## config.mk

```make
export PLATFORM = sky130hd
export DESIGN_NAME = rx_buf_rd_sched_flat
export DESIGN_NICKNAME = d
export VERILOG_FILES = /design/src/rtl/rx_buf_rd_sched_if.sv /design/src/rtl/rx_buf_rd_sched.sv /design/src/flat_wrapper.sv
export SDC_FILE = /design/constraint.sdc
export NUM_CORES = 1
export LEC_CHECK = 0
export CAP_MARGIN = 20
export CORE_ASPECT_RATIO = 1.1
export CORE_MARGIN = 4
export CORE_UTILIZATION = 42
export DETAILED_ROUTE_END_ITERATION = 10
export PLACE_DENSITY = 0.87
export SYNTH_ARGS = -nofsm -noshare
export SYNTH_HDL_FRONTEND = slang
export SYNTH_SLANG_ARGS = --single-unit
export TNS_END_PERCENT = 100
```

## constraint.sdc

```tcl
create_clock -name ap_clk -period 10.4 [get_ports ap_clk]
set_input_delay 1.04 -clock ap_clk [delete_from_list [all_inputs] [get_ports ap_clk]]
set_output_delay 1.04 -clock ap_clk [all_outputs]
set_load 0.03 [all_outputs]
```

## src/rtl/rx_buf_rd_sched_if.sv

```systemverilog
// ---------------------------------------------------------------------------
// rx_buf_rd_sched_if
// Bundles the receive-buffer read side and the two consumer ports of the
// read scheduler.
//   wr_word          : one pulse per word committed to the buffer
//   rd_start         : one-word read strobe to the buffer (send_start)
//   rd_data          : buffer read data, RD_LAT cycles after rd_start
//   reqN_valid/len   : burst request from consumer N (0 = kernel, 1 = host)
//   reqN_ready       : one-cycle acceptance pulse
//   m_valid/data/id/last : returned word stream, no backpressure
//   level            : words available and not yet issued
//   overflow         : sticky, word written while buffer already full
// The master modport is the scheduler; the slave modport is its environment.
// ---------------------------------------------------------------------------
interface rx_buf_rd_sched_if #(
    parameter int DEPTH_LOG2 = 16,
    parameter int LEN_W      = 9
);
    logic                  wr_word;
    logic                  rd_start;
    logic [63:0]           rd_data;
    logic                  req0_valid;
    logic                  req1_valid;
    logic [LEN_W-1:0]      req0_len;
    logic [LEN_W-1:0]      req1_len;
    logic                  req0_ready;
    logic                  req1_ready;
    logic                  m_valid;
    logic [63:0]           m_data;
    logic                  m_id;
    logic                  m_last;
    logic [DEPTH_LOG2:0]   level;
    logic                  overflow;

    modport master (
        input  wr_word, rd_data, req0_valid, req1_valid, req0_len, req1_len,
        output rd_start, req0_ready, req1_ready, m_valid, m_data, m_id, m_last,
               level, overflow
    );

    modport slave (
        output wr_word, rd_data, req0_valid, req1_valid, req0_len, req1_len,
        input  rd_start, req0_ready, req1_ready, m_valid, m_data, m_id, m_last,
               level, overflow
    );
endinterface

```

## src/rtl/rx_buf_rd_sched.sv

```systemverilog
// ---------------------------------------------------------------------------
// rx_buf_rd_sched
// Read scheduler for the GTP receive buffer. Tracks buffer occupancy, grants
// burst requests from two consumers round-robin, issues one-word read strobes
// and tags the returned words with requester ID and last-word flag.
//   ap_clk   : sole clock
//   ap_rst_n : synchronous active-low reset
//   bus      : buffer read side and consumer ports (rx_buf_rd_sched_if.master)
// ---------------------------------------------------------------------------
module rx_buf_rd_sched #(
    parameter int RD_LAT     = 3,
    parameter int DEPTH_LOG2 = 16,
    parameter int LEN_W      = 9
) (
    input  logic                 ap_clk,
    input  logic                 ap_rst_n,
    rx_buf_rd_sched_if.master    bus
);

    localparam logic [DEPTH_LOG2:0] LVL_MAX = {1'b1, {DEPTH_LOG2{1'b0}}};

    typedef enum logic [1:0] {S_IDLE, S_ISSUE, S_DRAIN} state_t;

    state_t               r_state;
    state_t               w_state_nxt;
    logic [LEN_W-1:0]     r_remain;
    logic                 r_cur_id;
    logic                 r_last_grant;
    logic [DEPTH_LOG2:0]  r_level;
    logic                 r_overflow;
    logic                 r_rd_start;
    logic                 r_rd_last;
    logic [RD_LAT-1:0]    r_tag_vld;
    logic [RD_LAT-1:0]    r_tag_id;
    logic [RD_LAT-1:0]    r_tag_last;

    logic                 w_issue;
    logic                 w_grant;
    logic                 w_gnt_id;
    logic [LEN_W-1:0]     w_gnt_len;
    logic                 w_inflight;

    assign w_issue   = (r_state == S_ISSUE) && (r_level != '0) && (r_remain != '0);
    // With both requesting, the one not granted last wins.
    assign w_gnt_id  = (bus.req0_valid && bus.req1_valid) ? ~r_last_grant : bus.req1_valid;
    assign w_gnt_len = w_gnt_id ? bus.req1_len : bus.req0_len;
    // Gated by reset so no acceptance pulse escapes while reset is held.
    assign w_grant   = ap_rst_n && (r_state == S_IDLE) && (bus.req0_valid || bus.req1_valid);

    // Words still to come out after this edge: the strobe just launched plus
    // every tag stage except the output one. Leaving DRAIN on the cycle the
    // final word is presented lets the next grant follow immediately after it.
    always_comb begin
        w_inflight = r_rd_start;
        for (int i = 0; i < RD_LAT - 1; i++) begin
            w_inflight = w_inflight | r_tag_vld[i];
        end
    end

    always_comb begin
        w_state_nxt = r_state;
        case (r_state)
            S_IDLE: begin
                if (w_grant && (w_gnt_len != '0)) begin
                    w_state_nxt = S_ISSUE;
                end
            end
            S_ISSUE: begin
                if (w_issue && (r_remain == LEN_W'(1))) begin
                    w_state_nxt = S_DRAIN;
                end
            end
            S_DRAIN: begin
                if (!w_inflight) begin
                    w_state_nxt = S_IDLE;
                end
            end
            default: w_state_nxt = S_IDLE;
        endcase
    end

    always_ff @(posedge ap_clk) begin
        if (!ap_rst_n) begin
            r_state      <= S_IDLE;
            r_remain     <= '0;
            r_cur_id     <= 1'b0;
            r_last_grant <= 1'b1;
            r_level      <= '0;
            r_overflow   <= 1'b0;
            r_rd_start   <= 1'b0;
            r_rd_last    <= 1'b0;
            r_tag_vld    <= '0;
            r_tag_id     <= '0;
            r_tag_last   <= '0;
        end else begin
            r_state <= w_state_nxt;

            if (w_grant) begin
                r_remain     <= w_gnt_len;
                r_cur_id     <= w_gnt_id;
                r_last_grant <= w_gnt_id;
            end else if (w_issue) begin
                r_remain <= r_remain - 1'b1;
            end

            // Tag entry rides with the strobe, then enters the shift register
            // so it reaches the output exactly when the buffer returns data.
            r_rd_start <= w_issue;
            r_rd_last  <= w_issue && (r_remain == LEN_W'(1));
            for (int i = RD_LAT - 1; i > 0; i--) begin
                r_tag_vld[i]  <= r_tag_vld[i-1];
                r_tag_id[i]   <= r_tag_id[i-1];
                r_tag_last[i] <= r_tag_last[i-1];
            end
            r_tag_vld[0]  <= r_rd_start;
            r_tag_id[0]   <= r_rd_start & r_cur_id;
            r_tag_last[0] <= r_rd_last;

            // A write and an issue in the same cycle cancel out.
            if (bus.wr_word && !w_issue) begin
                if (r_level != LVL_MAX) begin
                    r_level <= r_level + 1'b1;
                end
            end else if (w_issue && !bus.wr_word) begin
                r_level <= r_level - 1'b1;
            end

            if (bus.wr_word && (r_level == LVL_MAX)) begin
                r_overflow <= 1'b1;
            end
        end
    end

    assign bus.rd_start   = r_rd_start;
    assign bus.req0_ready = w_grant && !w_gnt_id;
    assign bus.req1_ready = w_grant && w_gnt_id;
    assign bus.m_valid    = r_tag_vld[RD_LAT-1];
    assign bus.m_id       = r_tag_id[RD_LAT-1];
    assign bus.m_last     = r_tag_last[RD_LAT-1];
    assign bus.m_data     = r_tag_vld[RD_LAT-1] ? bus.rd_data : 64'd0;
    assign bus.level      = r_level;
    assign bus.overflow   = r_overflow;

endmodule

```

## src/flat_wrapper.sv

```systemverilog
// flat-port wrapper written by rule: the top's interface ports become plain ports
module rx_buf_rd_sched_flat 
#(
    parameter int RD_LAT     = 3,
    parameter int DEPTH_LOG2 = 16,
    parameter int LEN_W      = 9
)
  (ap_clk, ap_rst_n, bus_wr_word, bus_rd_data, bus_req0_valid, bus_req1_valid, bus_req0_len, bus_req1_len, bus_rd_start, bus_req0_ready, bus_req1_ready, bus_m_valid, bus_m_data, bus_m_id, bus_m_last, bus_level, bus_overflow);
  rx_buf_rd_sched_if #(.DEPTH_LOG2(DEPTH_LOG2), .LEN_W(LEN_W)) bus_i ();
  input  logic ap_clk;
  input  logic ap_rst_n;
  input wire logic [$bits(bus_i.wr_word)-1:0] bus_wr_word;
  input wire logic [$bits(bus_i.rd_data)-1:0] bus_rd_data;
  input wire logic [$bits(bus_i.req0_valid)-1:0] bus_req0_valid;
  input wire logic [$bits(bus_i.req1_valid)-1:0] bus_req1_valid;
  input wire logic [$bits(bus_i.req0_len)-1:0] bus_req0_len;
  input wire logic [$bits(bus_i.req1_len)-1:0] bus_req1_len;
  output wire logic [$bits(bus_i.rd_start)-1:0] bus_rd_start;
  output wire logic [$bits(bus_i.req0_ready)-1:0] bus_req0_ready;
  output wire logic [$bits(bus_i.req1_ready)-1:0] bus_req1_ready;
  output wire logic [$bits(bus_i.m_valid)-1:0] bus_m_valid;
  output wire logic [$bits(bus_i.m_data)-1:0] bus_m_data;
  output wire logic [$bits(bus_i.m_id)-1:0] bus_m_id;
  output wire logic [$bits(bus_i.m_last)-1:0] bus_m_last;
  output wire logic [$bits(bus_i.level)-1:0] bus_level;
  output wire logic [$bits(bus_i.overflow)-1:0] bus_overflow;
  assign bus_i.wr_word = bus_wr_word;
  assign bus_i.rd_data = bus_rd_data;
  assign bus_i.req0_valid = bus_req0_valid;
  assign bus_i.req1_valid = bus_req1_valid;
  assign bus_i.req0_len = bus_req0_len;
  assign bus_i.req1_len = bus_req1_len;
  assign bus_rd_start = bus_i.rd_start;
  assign bus_req0_ready = bus_i.req0_ready;
  assign bus_req1_ready = bus_i.req1_ready;
  assign bus_m_valid = bus_i.m_valid;
  assign bus_m_data = bus_i.m_data;
  assign bus_m_id = bus_i.m_id;
  assign bus_m_last = bus_i.m_last;
  assign bus_level = bus_i.level;
  assign bus_overflow = bus_i.overflow;
  rx_buf_rd_sched #(.RD_LAT(RD_LAT), .DEPTH_LOG2(DEPTH_LOG2), .LEN_W(LEN_W)) u_core (.ap_clk(ap_clk), .ap_rst_n(ap_rst_n), .bus(bus_i));
endmodule
```

==> results.md, run 1 <==
- WL/cell: around 18 um
- Placer Congestion: roughly 0.98
- CTS Sinks: 42
- Max-slew headroom: about two fifths
- RSZ-0062 raised after global routing: false
- Clock Pin Slew Worst Setup and Hold Paths: 0.08 ns
- Pleak: between 1.5 and 2 nW
- Dpl hpwl: ~9.6 mm
- Synth Warn #: 0
- Dominant synthesized flop cell: dfxtp_1
- CP Data Required Time: 9.36 ns
- Routed Antenna Nets: 0
- Crit path max-delay cell type: or4_1
- Largest cells by area after synthesis: dfxtp_1 (27%), and2_1 (16%), ha_1 (7.8%)
- Peak VDD IR: between 0.15 and 0.2 mV
- Hold Crit Start: u_core.r_tag_id[1]$_SDFF_PN0_
- Crit path buf inv count: 4
- Finished Core Util: between 70% and 80%
- CP cell instances: clkdlybuf4s50_1 -> buf_4 -> inv_1 -> or4_1 -> nor2_1 -> clkdlybuf4s50_1
- CP most frequent cell: clkdlybuf4s50_1
- Sequential fraction of the synthesis area: between 20% and 30%
- Measured slew at the worst slew-check pin: roughly 0.87 ns
- Most frequent cells in the layout: clkdlybuf4s50_1 (174), and2_1 (76), nand2_1 (45), dfxtp_1 (42), a21oi_1 (34)
- Num CTS Buffers: 5
- Setup crit start: ap_rst_n
- # DRC: 0
- Largest net degree at the start of global routing: 40
- Core area: approximately 7000 um2
- Initial antenna violation count: 4
- Yosys top cell area share: a little over a quarter
- Port bufs: 174
- Clock latency on the worst-skew pair: roughly 0.30 ns
- Pwr/cell area: 188.7 nW/um2
- Final WS setup: 5.211 ns
- Root buf cell: clkbuf_8
- Fin. max-slew vios: 0
- Crit-path max cell delay: 0.93 ns
- Layout Nets: between 600 and 700
- Post_cts resized: 0
- Pwr Total: 0.0009378 W
- Final count of hold timing violations: 0
- Iter 0 DRT Violations: between 200 and 250
- Avg Cell Area, Syn: approximately 7.7 um2
- Area growth syn-to-layout: 62.06%
- Total gr overflow: 0
- TritonCTS clock tree: built
- Global-route wire length before repair: 17.37 mm
- # rows: 32
- Clock Skew: around 0.0099 ns
- # hold bufs at CTS: 0
- Post-CTS setup buffer count: 0
- Die Y: slightly below 100 um
- CP Capture Type: primary output
- Number of synthesized flops with an enable pin: 0
- Worst-path maximum fanout: 29
- Distinct cells, synth: 48
- Number of global-route vias before repair: 3414
- Critical path type: primary input to primary output
- Max Cap Viol: 0
- Min-delay worst type: register to register
- Fmax: approximately 0.19 GHz
- Htree depth: 2
- DIE AREA: 8735 um2
- Most common cell after layout, fill and taps aside: clkdlybuf4s50_1
- GRT Total Usage: ~25%
- Register bit count reported by yosys: 42
- Router iterations before antenna repair: 5
- Crit path DAT: ~4.2 ns
- Syn nets: 506
- Via density: ~5.5
- Vias: between 3k and 4k
- Chip Width: just under 90 um
- DP Worst Slack: approximately 5.3 ns
- Num ports: approximately 180
- Minimum hold slack: about 0.44 ns
- Share of layout cells above drive strength 1: under 10%
- Total wire length: approximately 12 mm
- Crit share post-route: between 40% and 50%
- Critical R2R Launch: u_core.bus.level[11]$_SDFFE_PN0P_
- Mapped Area: between 3000 and 4000 um2
- Maximum root-to-sink buffer count: 2
- Asr flop ratio synth: 0%
- Sum of negative setup slack: 0 ns
- CP delay by family, top: buffers and inverters
- Starting Density: between 40 and 50%
- Status: finished, final reports clean
- Final setup violation count: 0
- Minimum clock period: 5.189 ns
- Post-Syn Instances: between 300 and 400
- Synth area leader: dfxtp_1
- Crit start category: primary input
-- metal layers --
metal | vias up | part of all wire (%) | global-route usage, %
met5 | - | 0 | 0
met4 | 0 | 2.8 | 9.851
met3 | 22 | 8.2 | 3.223
met2 | 189 | 54 | 47.65
met1 | 1664 | 35 | 27.84
li1 | 1741 | - | -
-- logic make-up after synthesis --
group	Yosys count	synth area share [%]
AND/OR/NAND/NOR	191	33.17
AO/OA/AOI/OAI	94	20.52
flip-flops	42	27.42
buffers and inverters	31	4.039
adder cells (fa/ha/maj)	20	8.405
XOR/XNOR	12	3.427
multiplexers	9	3.019
-- metrics by stage --
stage               instances  cell area [um2]
finish                    652             4970
global route              652             4970
CTS                       648             4960
detailed placement        640             4847
global placement          640             4847
floorplan                 399             3067
-- sequential cells by signal (all words and copies together), names as in the netlist --
register             cells
u_core.r_rd_last         1
u_core.r_tag_last        3
u_core.bus.rd_start      1
u_core.bus.overflow      1
u_core.r_cur_id          1
u_core.r_state           2
u_core.r_tag_id          3
u_core.bus.level        17
u_core.r_tag_vld         3
u_core.r_last_grant      1
u_core.r_remain          9
-- final timing paths --
check,endpoint,slack (ns),depth (start not counted)
max,bus_req1_ready,5.21,6
min,u_core.r_tag_id[2]$_SDFF_PN0_,0.44,1
max reg2reg,u_core.bus.level[14]$_SDFFE_PN0P_,5.79,11
min reg2reg,u_core.r_tag_id[2]$_SDFF_PN0_,0.44,1
-- Yosys cell counts, drive strengths merged (2+ instances only) --
cell type,number
nand3,7
o21ai,16
xnor2,10
xor2,2
or4,6
nor3,7
and2,76
nand2b,2
nor2,26
a41oi,2
nand2,46
dfxtp,42
clkbuf,16
buf,4
a21o,3
o32a,4
nand4,5
o211ai,5
nor4,9
o21a,5
inv,11
mux2i,7
o21bai,5
a21oi,34
and3,2
ha,19
o22ai,6
a211oi,5
mux2,2
nand4b,2
-- worst register-to-register path, stage by stage, from the launching register on --
cell,delay [ns]
dfxtp_1,0.35
nor4_1,0.49
nand4_1,0.39
o21ai_2,0.49
nand2_1,0.55
ha_1,0.62
nand2_1,0.12
a2111oi_0,0.60
o21ai_0,0.23
a211oi_1,0.34
nor3_1,0.10
o32ai_2,0.26
-- power breakdown --
group	internal (W)	switching [W]	total, W
clock	0.0000721	0.0000625	0.000135
combinational	0.000240	0.000316	0.000556
sequential	0.000198	0.0000491	0.000247
total	0.000510	0.000428	0.000938
-- cell type report --
type / instances / area [um2]
tap: 85 / 106.4
multi-input combinational: 326 / 2102
timing repair buffer: 176 / 1757
antenna: 4 / 10.01
fill: 538 / 2077
sequential: 42 / 840.8
inverter: 11 / 41.29
clock inverter: 3 / 43.79
clock buffer: 5 / 68.82
No activity file was read; power rests on OpenSTA's default activity.
==> run 2: changes to the inputs <==
CORE_UTILIZATION = 35   (was 42)
PLACE_DENSITY = 0.78   (was 0.87)
clock period = 4.5 ns   (was 10.4 ns; I/O delays follow)
==> run 2 against run 1 <==
Utilization fell by 11 points. Power rose by 130%. Largest power group unchanged. Worst setup slack got worse by 4.6 ns. Clock-buffer cell count rose by 1. Design area rose by 1.1%. Die area rose by 18%. Sequential share of layout area fell by 0.18 points.
==> results.md, run 2 (synthesized netlist as in run 1, its figures left out) <==
- # DRC: 0 (unchanged)
- Share of layout cells above drive strength 1: 3.534% (was 3.197%)
- RSZ-0062 raised after global routing: false (unchanged)
- Largest net degree at the start of global routing: 38 (was 40)
- Final count of hold timing violations: 0 (unchanged)
- DIE AREA: 10330 um2 (was 8735 um2)
- Finished Core Util: 59.42% (was 70.53%)
- Crit start category: register (was primary input)
- Number of global-route vias before repair: 3328 (was 3414)
- Initial antenna violation count: 4 (unchanged)
- Placer Congestion: 0.9554 (was 0.9808)
- Clock Pin Slew Worst Setup and Hold Paths: 0.08 ns (about the same)
- # rows: 35 (was 32)
- Core area: 8452 um2 (was 7047 um2)
- TritonCTS clock tree: built (unchanged)
- Router iterations before antenna repair: 4 (was 5)
- Final setup violation count: 0 (unchanged)
- CTS Sinks: 42 (unchanged)
- Routed Antenna Nets: 0 (unchanged)
- CP Capture Point: u_core.bus.level[14]$_SDFFE_PN0P_ (was bus_req1_ready)
- Worst-path maximum fanout: 12 (was 29)
- R2R setup slack: 0.66 ns (was 5.79 ns)
- GRT Total Usage: 21.21% (was 25.45%)
- Fmax: approximately 0.26 GHz
- Total gr overflow: 0 (unchanged)
- Largest register FFs: 17 (unchanged)
- Status: finished, final reports clean (unchanged)
- M1 GR Usage: 23.24% (was 27.84%)
- Crit path max-delay cell type: a2111oi_0 (was or4_1)
- Post_cts resized: 0 (unchanged)
- Root buf cell: clkbuf_8 (unchanged)
- Post-CTS setup buffer count: 0 (unchanged)
- Fin area: 5022 um2 (was 4970 um2)
- Max Cap Viol: 0 (unchanged)
- Via density: 5.148 (was 5.546)
- Measured slew at the worst slew-check pin: 0.8485 ns (was 0.8703 ns)
- Num CTS Buffers: 5 (unchanged)
- Port bufs: 174 (unchanged)
- Crit path DAT: 4.06 ns (was 4.15 ns)
- CP cell instances: nor4_1 -> nand4_1 -> o21ai_2 -> nand2_1 -> buf_4 -> ha_1 -> inv_1 -> a2111oi_0 -> o21ai_0 -> a211oi_1 -> nor3_1 -> o32ai_2 (was clkdlybuf4s50_1 -> buf_4 -> inv_1 -> or4_1 -> nor2_1 -> clkdlybuf4s50_1)
- Min-delay worst type: register to register (unchanged)
- Most frequent cells in the layout: clkdlybuf4s50_1 (174), and2_1 (76), nand2_1 (45), dfxtp_1 (42), a21oi_1 (34) (unchanged)
- CP Data Required Time: 4.72 ns (was 9.36 ns)
- Most common cell after layout, fill and taps aside: clkdlybuf4s50_1 (unchanged)
- Starting Density: 36.28% (was 43.52%)
- Maximum root-to-sink buffer count: 2 (unchanged)
- Dpl hpwl: 9.740 mm (was 9.613 mm)
- Htree depth: 2 (unchanged)
- Vias: 3506 (was 3616)
- CP delay by family, top: compound AO/OA/AOI/OAI gates (was buffers and inverters)
- Area growth syn-to-layout: 63.77% (was 62.06%)
- Critical path type: register to register (was primary input to primary output)
- Worst r2r path cells: 12 (was 11)
- Met2 GRT Util: 41.47% (was 47.65%)
- Num ports: 175 (unchanged)
- Pwr Total: 0.002147 W (was 0.0009378 W)
- Global-route wire length before repair: 17.71 mm (was 17.37 mm)
- Max-slew headroom: 43.35% (was 41.90%)
- Total wire length: 11.62 mm (was 11.80 mm)
- CP Capture Type: register (was primary output)
- Minimum clock period: 3.844 ns
- Final WS setup: 0.6557 ns (was 5.211 ns)
- Crit path buf inv count: 2 (was 4)
- Iter 0 DRT Violations: 123 (was 203)
- # hold bufs at CTS: 0 (unchanged)
- Sum of negative setup slack: 0 ns (unchanged)
- Peak VDD IR: 0.3891 mV (was 0.1630 mV)
- Chip Width: 97.25 um (was 89.48 um)
- Clock latency on the worst-skew pair: 0.29 ns (was 0.30 ns)
- GR peak layer: met2 (unchanged)
- Die Y: 106.2 um (was 97.62 um)
- Placement Cell Area: 4902 um2 (was 4847 um2)
- Fin. max-slew vios: 0 (unchanged)
- WL/cell: 17.07 um (was 18.10 um)
- Layout Nets: 672 (was 669)
- Worst reg2reg endpoint: u_core.bus.level[14]$_SDFFE_PN0P_ (unchanged)
- Clock Skew: 0.005943 ns (was 0.009872 ns)
- Critical path depth in cells: 12 (was 6)
- Setup crit start: u_core.bus.level[11]$_SDFFE_PN0P_ (was ap_rst_n)
- Grt met3 use: 3.609% (was 3.223%)
- Pleak: 1.945 nW (was 1.938 nW)
- Crit share post-route: a little under nine tenths
- Pwr/cell area: 427.4 nW/um2 (was 188.7 nW/um2)
- Critical R2R Launch: u_core.bus.level[11]$_SDFFE_PN0P_ (unchanged)
- DP Worst Slack: 0.7069 ns (was 5.257 ns)
- Crit-path max cell delay: 0.48 ns (was 0.93 ns)
==> run 2: cell count changes in the layout (fill, tap and decap cells not counted), sizes merged <==
cell      change
buf           +3
clkinv        -1
inv           -1
clkbuf        +1
clkinvlp      +1
==> run 2: final cells by class <==
type	instances	area, um2
multi-input combinational	326	2102
tap	111	138.9
sequential	42	840.8
antenna	4	10.01
fill	747	3430
clock buffer	6	72.57
timing repair buffer	179	1779
clock inverter	2	37.54
inverter	11	41.29
==> run 2: worst min path at each step <==
stage / startpoint / slack (ns) / cells past startpoint / to
after CTS: u_core.r_rd_last$_SDFF_PN0_ / 0.44 / 1 / u_core.r_tag_last[0]$_SDFF_PN0_
after global placement: u_core.r_tag_id[1]$_SDFF_PN0_ / 0.42 / 1 / u_core.r_tag_id[2]$_SDFF_PN0_
after global routing: u_core.r_tag_id[1]$_SDFF_PN0_ / 0.45 / 1 / u_core.r_tag_id[2]$_SDFF_PN0_
after floorplan: u_core.r_tag_id[0]$_SDFF_PN0_ / 0.41 / 1 / u_core.r_tag_id[1]$_SDFF_PN0_
after detailed placement: u_core.r_rd_last$_SDFF_PN0_ / 0.43 / 1 / u_core.r_tag_last[0]$_SDFF_PN0_
final: u_core.r_rd_last$_SDFF_PN0_ / 0.44 / 1 / u_core.r_tag_last[0]$_SDFF_PN0_
==> run 2: metrics by stage <==
| stage | hold slack [ns] | cells |
|---|---|---|
| after floorplan | 0.4119 | 399 |
| after global placement | 0.4195 | 669 |
| after detailed placement | 0.4268 | 669 |
| after CTS | 0.4402 | 677 |
| after global routing | 0.4477 | 681 |
| final | 0.4367 | 681 |
==> run 2: power breakdown <==
part           internal, W  switching, W  total (W)
clock             0.000166      0.000133   0.000298
combinational     0.000562      0.000722    0.00128
sequential        0.000457      0.000108   0.000565
total              0.00118      0.000963    0.00215
==> run 2: per-layer routing <==
layer  routed length (um)  share of wire, %  vias up
met4                  182               1.6        0
met1                 4361                38     1616
li1                     -                 -     1745
met5                    0                 0        -
met3                  654               5.6        8
met2                 6426                55      137
